--- config.mk ---
export PLATFORM = sky130hd
export DESIGN_NAME = morse_encoder
export DESIGN_NICKNAME = d
export VERILOG_FILES = /design/src/rtl/morse_pkg.sv /design/src/rtl/morse_unit_timer.sv /design/src/rtl/morse_encoder.sv
export SDC_FILE = /design/constraint.sdc
export NUM_CORES = 1
export LEC_CHECK = 0
export BUFFER_PORTS_ARGS = -buffer_cell sky130_fd_sc_hd__buf_2
export CAP_MARGIN = 5
export CELL_PAD_IN_SITES_DETAIL_PLACEMENT = 2
export CELL_PAD_IN_SITES_GLOBAL_PLACEMENT = 2
export CORE_ASPECT_RATIO = 0.8
export CORE_MARGIN = 2
export CORE_UTILIZATION = 35
export CTS_BUF_LIST = sky130_fd_sc_hd__clkbuf_4
export DETAILED_ROUTE_END_ITERATION = 8
export PLACE_DENSITY = 0.82
export SLEW_MARGIN = 20
export SYNTH_ARGS = -nofsm -noshare
export SYNTH_HDL_FRONTEND = slang
export SYNTH_SLANG_ARGS = --single-unit
export TNS_END_PERCENT = 5
--- constraint.sdc ---
create_clock -name clk -period 6.5 [get_ports clk]
set_clock_uncertainty 0.05 [all_clocks]
set_input_delay 1.95 -clock clk [delete_from_list [all_inputs] [get_ports clk]]
set_output_delay 1.95 -clock clk [all_outputs]
set_load 0.05 [all_outputs]
--- src/rtl/morse_pkg.sv ---
// Shared types and Morse timing constants for the encoder.
// Optional macro MORSE_ENC_WORD_GAP_EN adds the WORD_GAP state.
package morse_pkg;

  typedef enum logic [2:0] {
    IDLE,
    MARK,
    SPACE,
`ifdef MORSE_ENC_WORD_GAP_EN
    CHAR_GAP,
    WORD_GAP
`else
    CHAR_GAP
`endif
  } morse_enc_state_t;

  localparam int MORSE_MAX_ELEMS      = 6;
  localparam int DOT_UNITS            = 1;
  localparam int DASH_UNITS           = 3;
  localparam int ELEM_GAP_UNITS       = 1;
  localparam int CHAR_GAP_UNITS       = 3;
  localparam int WORD_GAP_EXTRA_UNITS = 4;

endpackage

--- src/rtl/morse_unit_timer.sv ---
// Loadable down-counter measuring whole Morse units of DOT_CLKS cycles.
// Ports: clk, reset (async high), i_load, i_units, i_trim, o_expire.
module morse_unit_timer #(
  parameter int DOT_CLKS = 4
) (
  input  logic       clk,
  input  logic       reset,
  input  logic       i_load,
  input  logic [2:0] i_units,
  input  logic       i_trim,
  output logic       o_expire
);

  localparam int CNT_W = $clog2(7 * DOT_CLKS + 1);

  logic [CNT_W-1:0] r_cnt;
  logic [CNT_W-1:0] w_load_val;

  // The state runs for (load value + 1) cycles; i_trim gives one
  // cycle back to the following IDLE cycle.
  always_comb begin
    w_load_val = CNT_W'(int'(i_units) * DOT_CLKS - 1 - int'(i_trim));
  end

  always_ff @(posedge clk or posedge reset) begin
    if (reset) begin
      r_cnt <= '0;
    end else if (i_load) begin
      r_cnt <= w_load_val;
    end else if (r_cnt != '0) begin
      r_cnt <= r_cnt - 1'b1;
    end
  end

  assign o_expire = (r_cnt == '0);

endmodule

--- src/rtl/morse_encoder.sv ---
// Serialises one Morse character per valid/ready handshake onto key_o.
// Ports: clk, reset (async high), char_valid_i, char_len_i, char_pat_i,
//        char_ready_o, key_o, busy_o, done_o.
// Optional macro MORSE_ENC_WORD_GAP_EN: len==0 sends a 4-unit word gap.
module morse_encoder
  import morse_pkg::*;
#(
  parameter int DOT_CLKS = 4
) (
  input  logic       clk,
  input  logic       reset,
  input  logic       char_valid_i,
  input  logic [2:0] char_len_i,
  input  logic [5:0] char_pat_i,
  output logic       char_ready_o,
  output logic       key_o,
  output logic       busy_o,
  output logic       done_o
);

  morse_enc_state_t r_state;
  logic [2:0]       r_len;
  logic [5:0]       r_pat;
  logic [2:0]       r_idx;

  logic       w_xfer;
  logic [2:0] w_len_in;
  logic       w_last;
  logic       w_load;
  logic [2:0] w_units;
  logic       w_trim;
  logic       w_expire;

  morse_unit_timer #(
    .DOT_CLKS (DOT_CLKS)
  ) u_timer (
    .clk      (clk),
    .reset    (reset),
    .i_load   (w_load),
    .i_units  (w_units),
    .i_trim   (w_trim),
    .o_expire (w_expire)
  );

  assign char_ready_o = (r_state == IDLE);
  assign busy_o       = (r_state != IDLE);
  assign w_xfer       = char_valid_i && (r_state == IDLE);
  assign w_len_in     = (char_len_i == 3'd7) ? 3'(MORSE_MAX_ELEMS)
                                             : char_len_i;
  assign w_last       = (r_idx == r_len - 3'd1);

  // Gaps that end in IDLE are one cycle short: the IDLE/done cycle is
  // itself key-low, so back-to-back characters get exactly 3 units.
  always_comb begin
    w_load  = 1'b0;
    w_units = '0;
    w_trim  = 1'b0;
    case (r_state)
      IDLE: begin
        if (w_xfer && w_len_in != 3'd0) begin
          w_load  = 1'b1;
          w_units = char_pat_i[0] ? 3'(DASH_UNITS) : 3'(DOT_UNITS);
        end
`ifdef MORSE_ENC_WORD_GAP_EN
        else if (w_xfer) begin
          w_load  = 1'b1;
          w_units = 3'(WORD_GAP_EXTRA_UNITS);
          w_trim  = 1'b1;
        end
`endif
      end
      MARK: begin
        if (w_expire) begin
          w_load = 1'b1;
          if (w_last) begin
            w_units = 3'(CHAR_GAP_UNITS);
            w_trim  = 1'b1;
          end else begin
            w_units = 3'(ELEM_GAP_UNITS);
          end
        end
      end
      SPACE: begin
        if (w_expire) begin
          w_load  = 1'b1;
          w_units = r_pat[r_idx] ? 3'(DASH_UNITS) : 3'(DOT_UNITS);
        end
      end
      default: ;
    endcase
  end

  always_ff @(posedge clk or posedge reset) begin
    if (reset) begin
      r_state <= IDLE;
      r_len   <= '0;
      r_pat   <= '0;
      r_idx   <= '0;
      key_o   <= 1'b0;
      done_o  <= 1'b0;
    end else begin
      done_o <= 1'b0;
      case (r_state)
        IDLE: begin
          if (w_xfer) begin
            if (w_len_in != 3'd0) begin
              r_len   <= w_len_in;
              r_pat   <= char_pat_i;
              r_idx   <= '0;
              key_o   <= 1'b1;
              r_state <= MARK;
            end else begin
`ifdef MORSE_ENC_WORD_GAP_EN
              r_state <= WORD_GAP;
`else
              done_o  <= 1'b1;
`endif
            end
          end
        end
        MARK: begin
          if (w_expire) begin
            key_o <= 1'b0;
            if (w_last) begin
              r_state <= CHAR_GAP;
            end else begin
              r_idx   <= r_idx + 3'd1;
              r_state <= SPACE;
            end
          end
        end
        SPACE: begin
          if (w_expire) begin
            key_o   <= 1'b1;
            r_state <= MARK;
          end
        end
        CHAR_GAP: begin
          if (w_expire) begin
            done_o  <= 1'b1;
            r_state <= IDLE;
          end
        end
`ifdef MORSE_ENC_WORD_GAP_EN
        WORD_GAP: begin
          if (w_expire) begin
            done_o  <= 1'b1;
            r_state <= IDLE;
          end
        end
`endif
        default: begin
          key_o   <= 1'b0;
          r_state <= IDLE;
        end
      endcase
    end
  end

endmodule

==> metrics <==
final core utilization=between 30% and 40%; Psw=~330 uW; sequential group share of total power=35.5%; WHS Endpoint=r_pat[3]; gpl congestion=approximately 0.75; RSZ-0062 raised after global routing=no; die span in x=73.7 um; die area=~4400 sq um; io pins=16; top cell type's share of synthesized area=about two fifths; Post-CTS Resized=0; WP buf/inv=3; antenna violations before repair=0; Setup WS pre-CTS=2.76 ns; routed wire length=between 3 and 4 mm; fin area=1500 sq um; Post-synth ARST share=100%; power per cell area=466 nW/um^2; initial DRC count=30; Clk pwr share=under 10%; clk slew on worst S/H paths=0.13 ns; vias per cell=5.62; max incr delay on CP=around 0.48 ns; # port buffers=15; Logic pwr share=a little over half; layout cells sized above 1=between 20% and 30%; Post-CTS Hold Fix Bufs=0; Layout area overhead=10.1%; FP Rows=20; cell taking the most area after synthesis=dfrtp_1; sequential share of the synthesized area=38.7%; max cap viols=0; R2R Setup Slk=3.87 ns; drt wl/cell=18.9 um; Die Height=around 60 um; Mean Syn Cell Area=9.92 sq um; CP dominant cell by count=inv_1; yosys warns=0; relative slew slack=43.8%; post-synth cell types=43; #FFs+latches synth=21; commonest register cell after synthesis=dfrtp_1; core area=about 3800 sq um; Pre-Repair DR Iteration Count=4; Final ANT Viol Nets=0; Antenna diodes=0; Crit Path Class=reg2out; initial core utilization=a little over a third; Fin Setup TNS=0 ns; count of flip-flops with a built-in enable after synthesis=0; first-pass GRT wire length=6.26 mm; worst path required time=~4.5 ns; vias in the first global route=between 1,000 and 1,500; Worst R2R End=u_timer.r_cnt[4]; area of placed instances=1470 sq um; DP Wirelength=2.91 mm; Hold Path Class=reg2reg; crit path capture type=output pin; H-tree lvl count=1; Pint=around 360 uW; Sw Ratio=47.7%; Max IR drop VDD=0.000233 V; worst slew pin tran=about 0.84 ns; Root Driver=clkbuf_4; worst r2r src=r_state[0]; vias=1,101; Synth area leaders=dfrtp_1, ha_1, nand2_1, mux2_2, mux2i_1; setup ws final=2.88 ns; grt ovf=0; most frequent cell after synthesis=nand2_1; postcts setup bufs=0; cts bufs inserted=3; Fill cells=approximately 420; CP top delay family=buffers and inverters; Cell Chain, Critical Path=inv_1, ha_1, inv_1, buf_2; Max Slew Vio Count=0; Mapped Nets=160; TritonCTS clock tree=done; largest net degree at the start of global routing=22; total global-route track usage=between 10% and 20%; maximum clock path buffer count=2; WHS=about 0.47 ns; Setup violations, final=0; highest clock rate=276 MHz; Worst EP arrival=1.62 ns; post-synthesis instance total=137; clock sink total=21; period utilisation layout=55.7%; synthesized area=~1400 sq um; Post-route DRC=0; Hold Vio Cnt, Final=0; clk_lat worst skew=0.31 ns; cells on worst reg2reg path=8; leakage power total=0.000724 uW; CP Max Fanout=6; Final min period=3.62 ns; Layout Nets=between 150 and 200; top post-synthesis cells by count=nand2_1, dfrtp_1, ha_1; Hold Crit Depth=2; status=finished clean; CP Launch Type=flop; CP max stage cell=dfrtp_1; Hold Path Origin=r_pat[3]
[metrics by stage]
step | power, uW | std cells
4_1_cts | 707 | 196
5_1_grt | 759 | 196
2_1_floorplan | 529 | 137
3_3_place_gp | 603 | 192
3_5_place_dp | 637 | 192
6_report | 697 | 196
[tightest hold or removal path, stage by stage (launching register included)]
cell and delay (ns):
dfrtp_1 0.38, nand2_1 0.06, nand2_1 0.06
[worst max-delay path by stage]
stage | startpoint | to | slack (ns) | cells past startpoint
2_1_floorplan | r_state[0] | busy_o | 3.04 | 3
3_3_place_gp | char_valid_i | u_timer.r_cnt[4] | 2.87 | 7
3_5_place_dp | char_len_i[1] | u_timer.r_cnt[4] | 2.76 | 7
4_1_cts | r_state[0] | busy_o | 2.88 | 4
5_1_grt | r_state[0] | busy_o | 2.77 | 4
6_report | r_state[0] | busy_o | 2.88 | 4
[layer usage]
layer | share of wire, % | track usage [%] | wire (um)
met3 | 3.4 | 5.06 | 127
met4 | 1.2 | 2.86 | 44
met5 | 0 | 0 | 0
met2 | 53 | 36.1 | 1960
met1 | 42 | 22.6 | 1570
[cell families after synthesis]
logic type	after synthesis	synth area share (%)
compound gates	25	14.8
xor+xnor	5	4.24
fa+ha+maj	11	10.1
buf+inv	14	4.51
flops	21	38.7
mux	9	7.09
simple gates	52	20.5
[placed cells by master (no fill, tap or decap), drive strengths merged, types with 3 or more instances in the layout]
| cell type | n |
|---|---|
| nand2 | 25 |
| dfrtp | 21 |
| buf | 16 |
| ha | 11 |
| nor2 | 9 |
| inv | 9 |
| mux2 | 5 |
| xor2 | 4 |
| mux2i | 4 |
| and3 | 4 |
| a221o | 4 |
| nor3 | 4 |
| o21ai | 3 |
| clkbuf | 3 |
[sequential cells by signal (all words and copies together) (netlist names)]
register,count
r_pat,6
u_timer.r_cnt,5
r_idx,3
r_len,3
r_state,2
done_o,1
key_o,1
[cell type report]
class	instances	area [sq um]	area share, %
inverters	9	33.8	2.26
multi-input cells	102	772	51.6
clock inverters	1	5.00	0.334
repair buffers	16	82.6	5.52
clock buffers	3	22.5	1.51
well taps	44	55.1	3.68
flip-flops and latches	21	526	35.1
[power by group through the flow]
stage          clock network, uW  logic (uW)  registers, uW
2_1_floorplan                  0         290            239
3_3_place_gp                   0         361            242
3_5_place_dp                   0         386            251
4_1_cts                     70.9         389            247
5_1_grt                     77.5         425            256
6_report                    67.1         382            247
Power figures use the tool's default switching activity.
